$ cat src/rtl/dsp_mac_pkg.sv
// Shared constants and helpers for the N-lane multiply / multiply-accumulate.
// Product width rule and ACC_WIDTH extension live here so every lane agrees.
package dsp_mac_pkg;

  localparam int MIN_LATENCY = 3;
  // Widest accumulator the extension helper can carry.
  localparam int MAX_W = 128;

  function automatic int prod_width(input int xw, input int yw);
    return xw + yw;
  endfunction

  // Extend a prod_w-bit product to acc_width bits; bits above acc_width are zero.
  function automatic logic [MAX_W-1:0] ext_prod(
    input logic [MAX_W-1:0] prod,
    input int               prod_w,
    input bit               signed_mode,
    input int               acc_width
  );
    logic [MAX_W-1:0] r;
    logic             s;
    s = 1'b0;
    for (int i = 0; i < MAX_W; i++) begin
      if (i == prod_w - 1) s = prod[i] & signed_mode;
    end
    for (int i = 0; i < MAX_W; i++) begin
      if (i < prod_w)         r[i] = prod[i];
      else if (i < acc_width) r[i] = s;
      else                    r[i] = 1'b0;
    end
    return r;
  endfunction

endpackage

$ cat src/rtl/dsp_mac_lane.sv
// One MAC channel: input register, LATENCY-2 product stages, accumulator; LATENCY enabled cycles.
// No backpressure; ena freezes every register, sclr has priority over ena.
module dsp_mac_lane
  import dsp_mac_pkg::*;
#(
  parameter string FAMILY    = "Agilex",
  parameter int    X_WIDTH   = 18,
  parameter int    Y_WIDTH   = 18,
  parameter bit    SIGNED    = 1'b0,
  parameter int    ACC_WIDTH = 44,
  parameter int    LATENCY   = 4
) (
  input  logic                 clk,
  input  logic                 sclr,
  input  logic                 ena,
  input  logic [X_WIDTH-1:0]   x,
  input  logic [Y_WIDTH-1:0]   y,
  input  logic                 acc_en,
  input  logic                 acc_load,
  output logic [ACC_WIDTH-1:0] acc,
  output logic                 overflow
);

  localparam int PW = prod_width(X_WIDTH, Y_WIDTH);
  localparam int NP = LATENCY - 2;

  if (FAMILY == "") begin : g_bad_family
    $fatal(1, "dsp_mac_lane: FAMILY must name a device family");
  end

  logic [X_WIDTH-1:0]   x_r;
  logic [Y_WIDTH-1:0]   y_r;
  logic [PW-1:0]        prod;
  logic [PW-1:0]        p_pipe [NP];
  logic [ACC_WIDTH-1:0] addend;
  logic [ACC_WIDTH:0]   sum_c;
  logic                 add_ovf;

  // Operands are widened to the full product width before multiplying.
  if (SIGNED) begin : g_smul
    assign prod = PW'($signed(x_r)) * PW'($signed(y_r));
  end else begin : g_umul
    assign prod = PW'(x_r) * PW'(y_r);
  end

  assign addend = ACC_WIDTH'(ext_prod(MAX_W'(p_pipe[NP-1]), PW, SIGNED, ACC_WIDTH));
  assign sum_c  = {1'b0, acc} + {1'b0, addend};

  always_comb begin
    add_ovf = 1'b0;
    if (SIGNED)
      add_ovf = (acc[ACC_WIDTH-1] == addend[ACC_WIDTH-1]) &&
                (sum_c[ACC_WIDTH-1] != acc[ACC_WIDTH-1]);
    else
      add_ovf = sum_c[ACC_WIDTH];
  end

  always_ff @(posedge clk) begin
    if (sclr) begin
      x_r      <= '0;
      y_r      <= '0;
      for (int i = 0; i < NP; i++) p_pipe[i] <= '0;
      acc      <= '0;
      overflow <= 1'b0;
    end else if (ena) begin
      x_r       <= x;
      y_r       <= y;
      p_pipe[0] <= prod;
      for (int i = 1; i < NP; i++) p_pipe[i] <= p_pipe[i-1];
      if (acc_en) begin
        if (acc_load) begin
          acc      <= addend;
          overflow <= 1'b0;
        end else begin
          acc      <= sum_c[ACC_WIDTH-1:0];
          overflow <= overflow | add_ovf;
        end
      end
    end
  end

endmodule

$ cat src/rtl/dsp_n_mult_acc.sv
// CHANNELS-lane multiply / multiply-accumulate; dout LATENCY-1 enabled edges after the input edge.
// No backpressure: a sample every enabled cycle; lanes share valid/load/ena and stay aligned.
module dsp_n_mult_acc
  import dsp_mac_pkg::*;
#(
  parameter string FAMILY    = "Agilex",
  parameter int    CHANNELS  = 2,
  parameter int    X_WIDTH   = 18,
  parameter int    Y_WIDTH   = 18,
  parameter bit    SIGNED    = 1'b0,
  parameter int    ACC_WIDTH = 44,
  parameter int    LATENCY   = 4
) (
  input  logic                          clk,
  input  logic                          sclr,
  input  logic                          ena,
  input  logic                          din_valid,
  input  logic                          din_load,
  input  logic [CHANNELS*X_WIDTH-1:0]   x,
  input  logic [CHANNELS*Y_WIDTH-1:0]   y,
  output logic                          dout_valid,
  output logic [CHANNELS*ACC_WIDTH-1:0] dout,
  output logic [CHANNELS-1:0]           overflow
);

  if (CHANNELS < 1) begin : g_bad_channels
    $fatal(1, "dsp_n_mult_acc: CHANNELS must be >= 1");
  end
  if (LATENCY < MIN_LATENCY) begin : g_bad_latency
    $fatal(1, "dsp_n_mult_acc: LATENCY must be >= %0d", MIN_LATENCY);
  end
  if (ACC_WIDTH < prod_width(X_WIDTH, Y_WIDTH)) begin : g_bad_acc
    $fatal(1, "dsp_n_mult_acc: ACC_WIDTH must be >= X_WIDTH+Y_WIDTH");
  end
  if (ACC_WIDTH > MAX_W) begin : g_wide_acc
    $fatal(1, "dsp_n_mult_acc: ACC_WIDTH must be <= %0d", MAX_W);
  end

  // Bit i tracks stage i+1; the top valid bit is the accumulator stage itself.
  logic [LATENCY-1:0] vld_sr;
  logic [LATENCY-2:0] ld_sr;

  always_ff @(posedge clk) begin
    if (sclr) begin
      vld_sr <= '0;
      ld_sr  <= '0;
    end else if (ena) begin
      vld_sr <= {vld_sr[LATENCY-2:0], din_valid};
      ld_sr  <= {ld_sr[LATENCY-3:0], din_load};
    end
  end

  assign dout_valid = vld_sr[LATENCY-1];

  for (genvar i = 0; i < CHANNELS; i++) begin : g_lane
    dsp_mac_lane #(
      .FAMILY   (FAMILY),
      .X_WIDTH  (X_WIDTH),
      .Y_WIDTH  (Y_WIDTH),
      .SIGNED   (SIGNED),
      .ACC_WIDTH(ACC_WIDTH),
      .LATENCY  (LATENCY)
    ) u_lane (
      .clk     (clk),
      .sclr    (sclr),
      .ena     (ena),
      .x       (x[i*X_WIDTH +: X_WIDTH]),
      .y       (y[i*Y_WIDTH +: Y_WIDTH]),
      .acc_en  (vld_sr[LATENCY-2]),
      .acc_load(ld_sr[LATENCY-2]),
      .acc     (dout[i*ACC_WIDTH +: ACC_WIDTH]),
      .overflow(overflow[i])
    );
  end

endmodule

$ cat config.mk
export PLATFORM = sky130hd
export DESIGN_NAME = dsp_n_mult_acc
export DESIGN_NICKNAME = d
export VERILOG_FILES = /design/src/rtl/dsp_mac_pkg.sv /design/src/rtl/dsp_mac_lane.sv /design/src/rtl/dsp_n_mult_acc.sv
export SDC_FILE = /design/constraint.sdc
export NUM_CORES = 2
export LEC_CHECK = 0
export CAP_MARGIN = 20
export CORE_AREA = 2 2 431 219
export DETAILED_ROUTE_END_ITERATION = 8
export DIE_AREA = 0 0 433 221
export MAX_ROUTING_LAYER = met4
export PLACE_DENSITY = 0.59
export SYNTH_ARGS = -nofsm -noshare
export SYNTH_HDL_FRONTEND = slang
export SYNTH_SLANG_ARGS = --single-unit
$ cat constraint.sdc
create_clock -name clk -period 16.04 [get_ports clk]
set_clock_uncertainty 0.15 [all_clocks]
set_input_delay 4.01 -clock clk [delete_from_list [all_inputs] [get_ports clk]]
set_output_delay 4.01 -clock clk [all_outputs]
set_load 0.05 [all_outputs]
==> reports/summary.txt <==
================================================================================
Number of storage elements in the synthesis netlist ...............          313
Vias in the first global route ....................................       26,645
Slew Limit Fails ..................................................            0
Core ar. ..........................................................  92,000 um^2
H-tree level count ................................................            2
FF-to-FF setup slack ..............................................      8730 ps
Count of unresolved DRC violations after routing ..................            0
Clk sink count ....................................................          313
CTS tree ..........................................................        built
Post-synth ARST share .............................................           0%
Fraction of layout instances using a drive strength above 1 .......        3.28%
Final period utilization ..........................................        45.5%
Kind of cell with the highest combined delay on the critical path .  adder cells
Tightest hold margin ..............................................       322 ps
Largest cells by area after synthesis ............................. fa_1, edfxtp_1, ha_1
Switching power ...................................................     0.825 mW
Combinational family with the most area after synthesis ...........  adder cells
Via count .........................................................       27,381
Type of the worst setup path ...................................... flop to flop
Aggregate global-route resource usage .............................        22.6%
Wire length after detailed routing ................................   104,000 um
Post-cts repair resize count ......................................            0
Delay of the slowest critical-path stage ..........................       980 ps
Internal power of the cells .......................................      1.66 mW
Effective utilization at floorplan ................................        39.7%
Cell at the root of the clock tree ................................    clkbuf_16
TNS Setup .........................................................         0 ps
CP Launch Point ................................................... g_lane[0].u_lane.y_r[4]
F_max .............................................................      137 MHz
Die ar. ...........................................................  95,700 um^2
Count of buffers from port buffering ..............................          167
Part of the power in registers ....................................        38.7%
Worst reg2reg path startpoint ..................................... g_lane[0].u_lane.y_r[4]
Hold buffers post-CTS .............................................            0
Initial DRC count .................................................        2,244
Pin slew with the least headroom to its limit .....................      1080 ps
Boundary pin count ................................................          168
Area Overhead vs Synth ............................................        10.8%
Worst slew margin relative to its limit ...........................        28.1%
Crit path max fanout ..............................................           19
CP cell instances ................................................. nand2_1 -> fa_1 -> fa_1 -> inv_1 -> fa_1 -> fa_1 -> fa_1 -> inv_1 -> fa_1 -> inv_1 -> ha_1 -> o211ai_1 -> a211oi_1 -> o221a_2 -> nor3b_1 -> nor4b_1 -> nor2_1 -> o31ai_2 -> a211oi_1 -> xnor2_1 -> nor2_1
CP Launch Type ....................................................         flop
Area share of the leading cell type in the synthesized netlist ....        28.2%
Yosys warnings ....................................................            0
Post-layout min period ............................................      7310 ps
Clock Power Share .................................................        36.4%
Number of instances in the synthesized netlist ....................        4,006
Worst Hold End .................................................... g_lane[1].u_lane.overflow
Pin count of the biggest net entering global routing ..............           75
Final Hold Viols ..................................................            0
Setup Buffers After CTS ...........................................            0
Number of unique standard cell types used by synthesis ............           79
Most used flip-flop cell after synthesis ..........................      dfxtp_1
CP most frequent cell .............................................         fa_1
Start point of the worst min-delay path ........................... g_lane[1].u_lane.overflow
IR drop worst, VDD ................................................      59.2 uV
Reported leakage power ............................................      19.0 nW
Worst path arrival time ...........................................      7470 ps
Leading post-synthesis cells by instance count .................... inv_1, fa_1, nand2_1, and2_1, ha_1
Gp weighted congestion ............................................        0.914
Pwr Total .........................................................      2.48 mW
Complex-gate fraction of the synthesized area .....................        10.1%
Worst hold path type .............................................. flop to flop
Die span in x .....................................................       433 um
Status ............................................................ complete, no violations
Number of clock buffers inserted by TritonCTS .....................           37
Adder-cell area share of the yosys netlist ........................        38.2%
Reg clk slew, reported paths ......................................        60 ps
Multiplexer area fraction after synthesis .........................        2.47%
Later-pin clock latency in the skew report ........................       580 ps
Switching part of the total .......................................        33.3%
Number of setup violations in the final report ....................            0
Synthesized area divided by synthesized cell count ................    9.11 um^2
Netlist area before placement .....................................  36,500 um^2
Nets ..............................................................        4,908
Endpoint kind of the worst setup timing path ......................         flop
Simple-gate area share of the yosys netlist .......................        16.8%
Detail Placement HPWL .............................................    82,000 um
Count of antenna-violating nets left after detailed routing .......            0
Vias per std cell .................................................         5.16
Max clock buf depth ...............................................            3
Hold depth ........................................................            2
Crit Reg-Reg Endpoint ............................................. g_lane[0].u_lane.p_pipe[0][35]
CP Data Required Time .............................................    16,200 ps
Pre-CTS WS ........................................................      8760 ps
Post-synthesis net count ..........................................        4,889
Most used standard cell by instance count after synthesis .........        inv_1
Setup slack of the critical path after layout .....................      8730 ps
Floorplan row count ...............................................           79
Worst Reg-to-Reg Cells ............................................           21
Global-route wire length before repair ............................   164,000 um
MaxCap Viol Count .................................................            0
Count of flip-flops with a built-in enable after synthesis ........          144
Count of buffer and inverter cells on the critical path ...........            3
Worst path slowest cell ...........................................      dfxtp_1
Die height ........................................................       221 um
Power density over the cells ...................................... 61.3 nW/um^2
Post-DR wirelength/cell ...........................................      19.7 um
Layout filler cell count ..........................................        8,907
Setup repair after global routing missed its margin ...............        false
Portion of the post-synthesis area used by sequential elements ....        21.1%
Combined area of the multi-input logic cells ......................  25,700 um^2
Number of detailed-routing iterations run before antenna repair ...            5
Xor and xnor fraction of the mapped netlist area ..................        2.81%
Number of antenna violations at the first check in global routing .            3
Reg area ..........................................................    7710 um^2
Combinational fraction of design power ............................        24.9%
Most area-hungry cell type in the Yosys netlist ...................         fa_1
Residual overflow from global routing .............................            0
================================================================================
[final cells by class]
type / count / area share (%)
diodes: 1 / 0.00619
clock buffers: 44 / 2.48
clock inverters: 22 / 0.637
inverters: 596 / 5.53
multi-input cells: 2872 / 63.6
flip-flops and latches: 313 / 19.1
well taps: 1255 / 3.88
repair buffers: 205 / 4.83
[registers in the layout, indices dropped and copies added, names as in the netlist]
name / flops
g_lane.u_lane.p_pipe: 144
g_lane.u_lane.acc: 88
g_lane.u_lane.x_r: 36
g_lane.u_lane.y_r: 36
vld_sr: 4
ld_sr: 3
g_lane.u_lane.overflow: 2
[layout by cell type, fill, tap and decap left out, types with 20 or more instances in the layout]
master | netlist | layout
a211oi_1 | 40 | 40
a21o_1 | 71 | 71
a21oi_1 | 148 | 148
and2_1 | 353 | 352
and3_1 | 20 | 20
buf_4 | 2 | 39
clkbuf_16 | 0 | 39
clkdlybuf4s50_1 | 0 | 165
dfxtp_1 | 169 | 168
edfxtp_1 | 144 | 144
fa_1 | 514 | 514
ha_1 | 292 | 292
inv_1 | 596 | 596
mux2i_1 | 89 | 89
nand2_1 | 510 | 509
nand2b_1 | 25 | 24
nand3_1 | 29 | 29
nor2_1 | 265 | 265
nor3_1 | 29 | 29
o211ai_1 | 40 | 40
o21a_1 | 20 | 20
o21ai_0 | 119 | 119
xnor2_1 | 70 | 70
xor2_1 | 47 | 47
[power groups by stage]
stage	combinational (mW)	clock, mW	sequential [mW]
after floorplan	0.440	0	0.917
after global placement	0.599	0	0.973
after detailed placement	0.604	0	0.974
after CTS	0.609	0.925	0.957
after global routing	0.688	0.960	0.965
final	0.617	0.903	0.960
[worst register-to-register path: stages, from the launching register on]
cell and delay, ps:
dfxtp_1 980, nand2_1 190, fa_1 550, fa_1 550, inv_1 50, fa_1 480
fa_1 510, fa_1 510, inv_1 60, fa_1 520, inv_1 60, ha_1 370
o211ai_1 180, a211oi_1 320, o221a_2 270, nor3b_1 80, nor4b_1 400, nor2_1 140
o31ai_2 330, a211oi_1 140, xnor2_1 170, nor2_1 50
[stage by stage]
step | utilization (%) | cells | cell area, um^2
2_1_floorplan | - | 4006 | 36500
3_3_place_gp | 42.6 | 5241 | 39200
3_5_place_dp | 42.6 | 5241 | 39200
4_1_cts | 44.0 | 5307 | 40400
5_1_grt | 44.0 | 5308 | 40500
6_report | 44.0 | 5308 | 40500
[per-layer routing]
| layer | GRT usage, % | share of wire, % | vias up |
|---|---|---|---|
| li1 | - | - | 12803 |
| met1 | 38.2 | 54 | 13485 |
| met2 | 26.3 | 35 | 1033 |
| met3 | 5.34 | 10 | 60 |
| met4 | 2.90 | 0.98 | 0 |
| met5 | - | 0 | - |
[worst max path at each step]
| stage | slack, ps | depth (start not counted) | to |
|---|---|---|---|
| after floorplan | 8860 | 3 | g_lane[0].u_lane.p_pipe[0][0] |
| after global placement | 8790 | 6 | g_lane[1].u_lane.p_pipe[0][14] |
| after detailed placement | 8760 | 6 | g_lane[1].u_lane.p_pipe[0][14] |
| after CTS | 8840 | 21 | g_lane[0].u_lane.p_pipe[0][35] |
| after global routing | 8460 | 20 | g_lane[0].u_lane.p_pipe[0][35] |
| final | 8730 | 21 | g_lane[0].u_lane.p_pipe[0][35] |
[kinds of logic (layout without fill, tap and decap cells)]
logic type,Yosys count,after routing
compound gates,559,559
simple gates,1300,1300
flops,313,313
buf+inv,821,867
mux,90,90
xor+xnor,117,117
fa+ha+maj,806,806
other cells,0,1
Note: power is estimated with default switching activity, not from simulation.
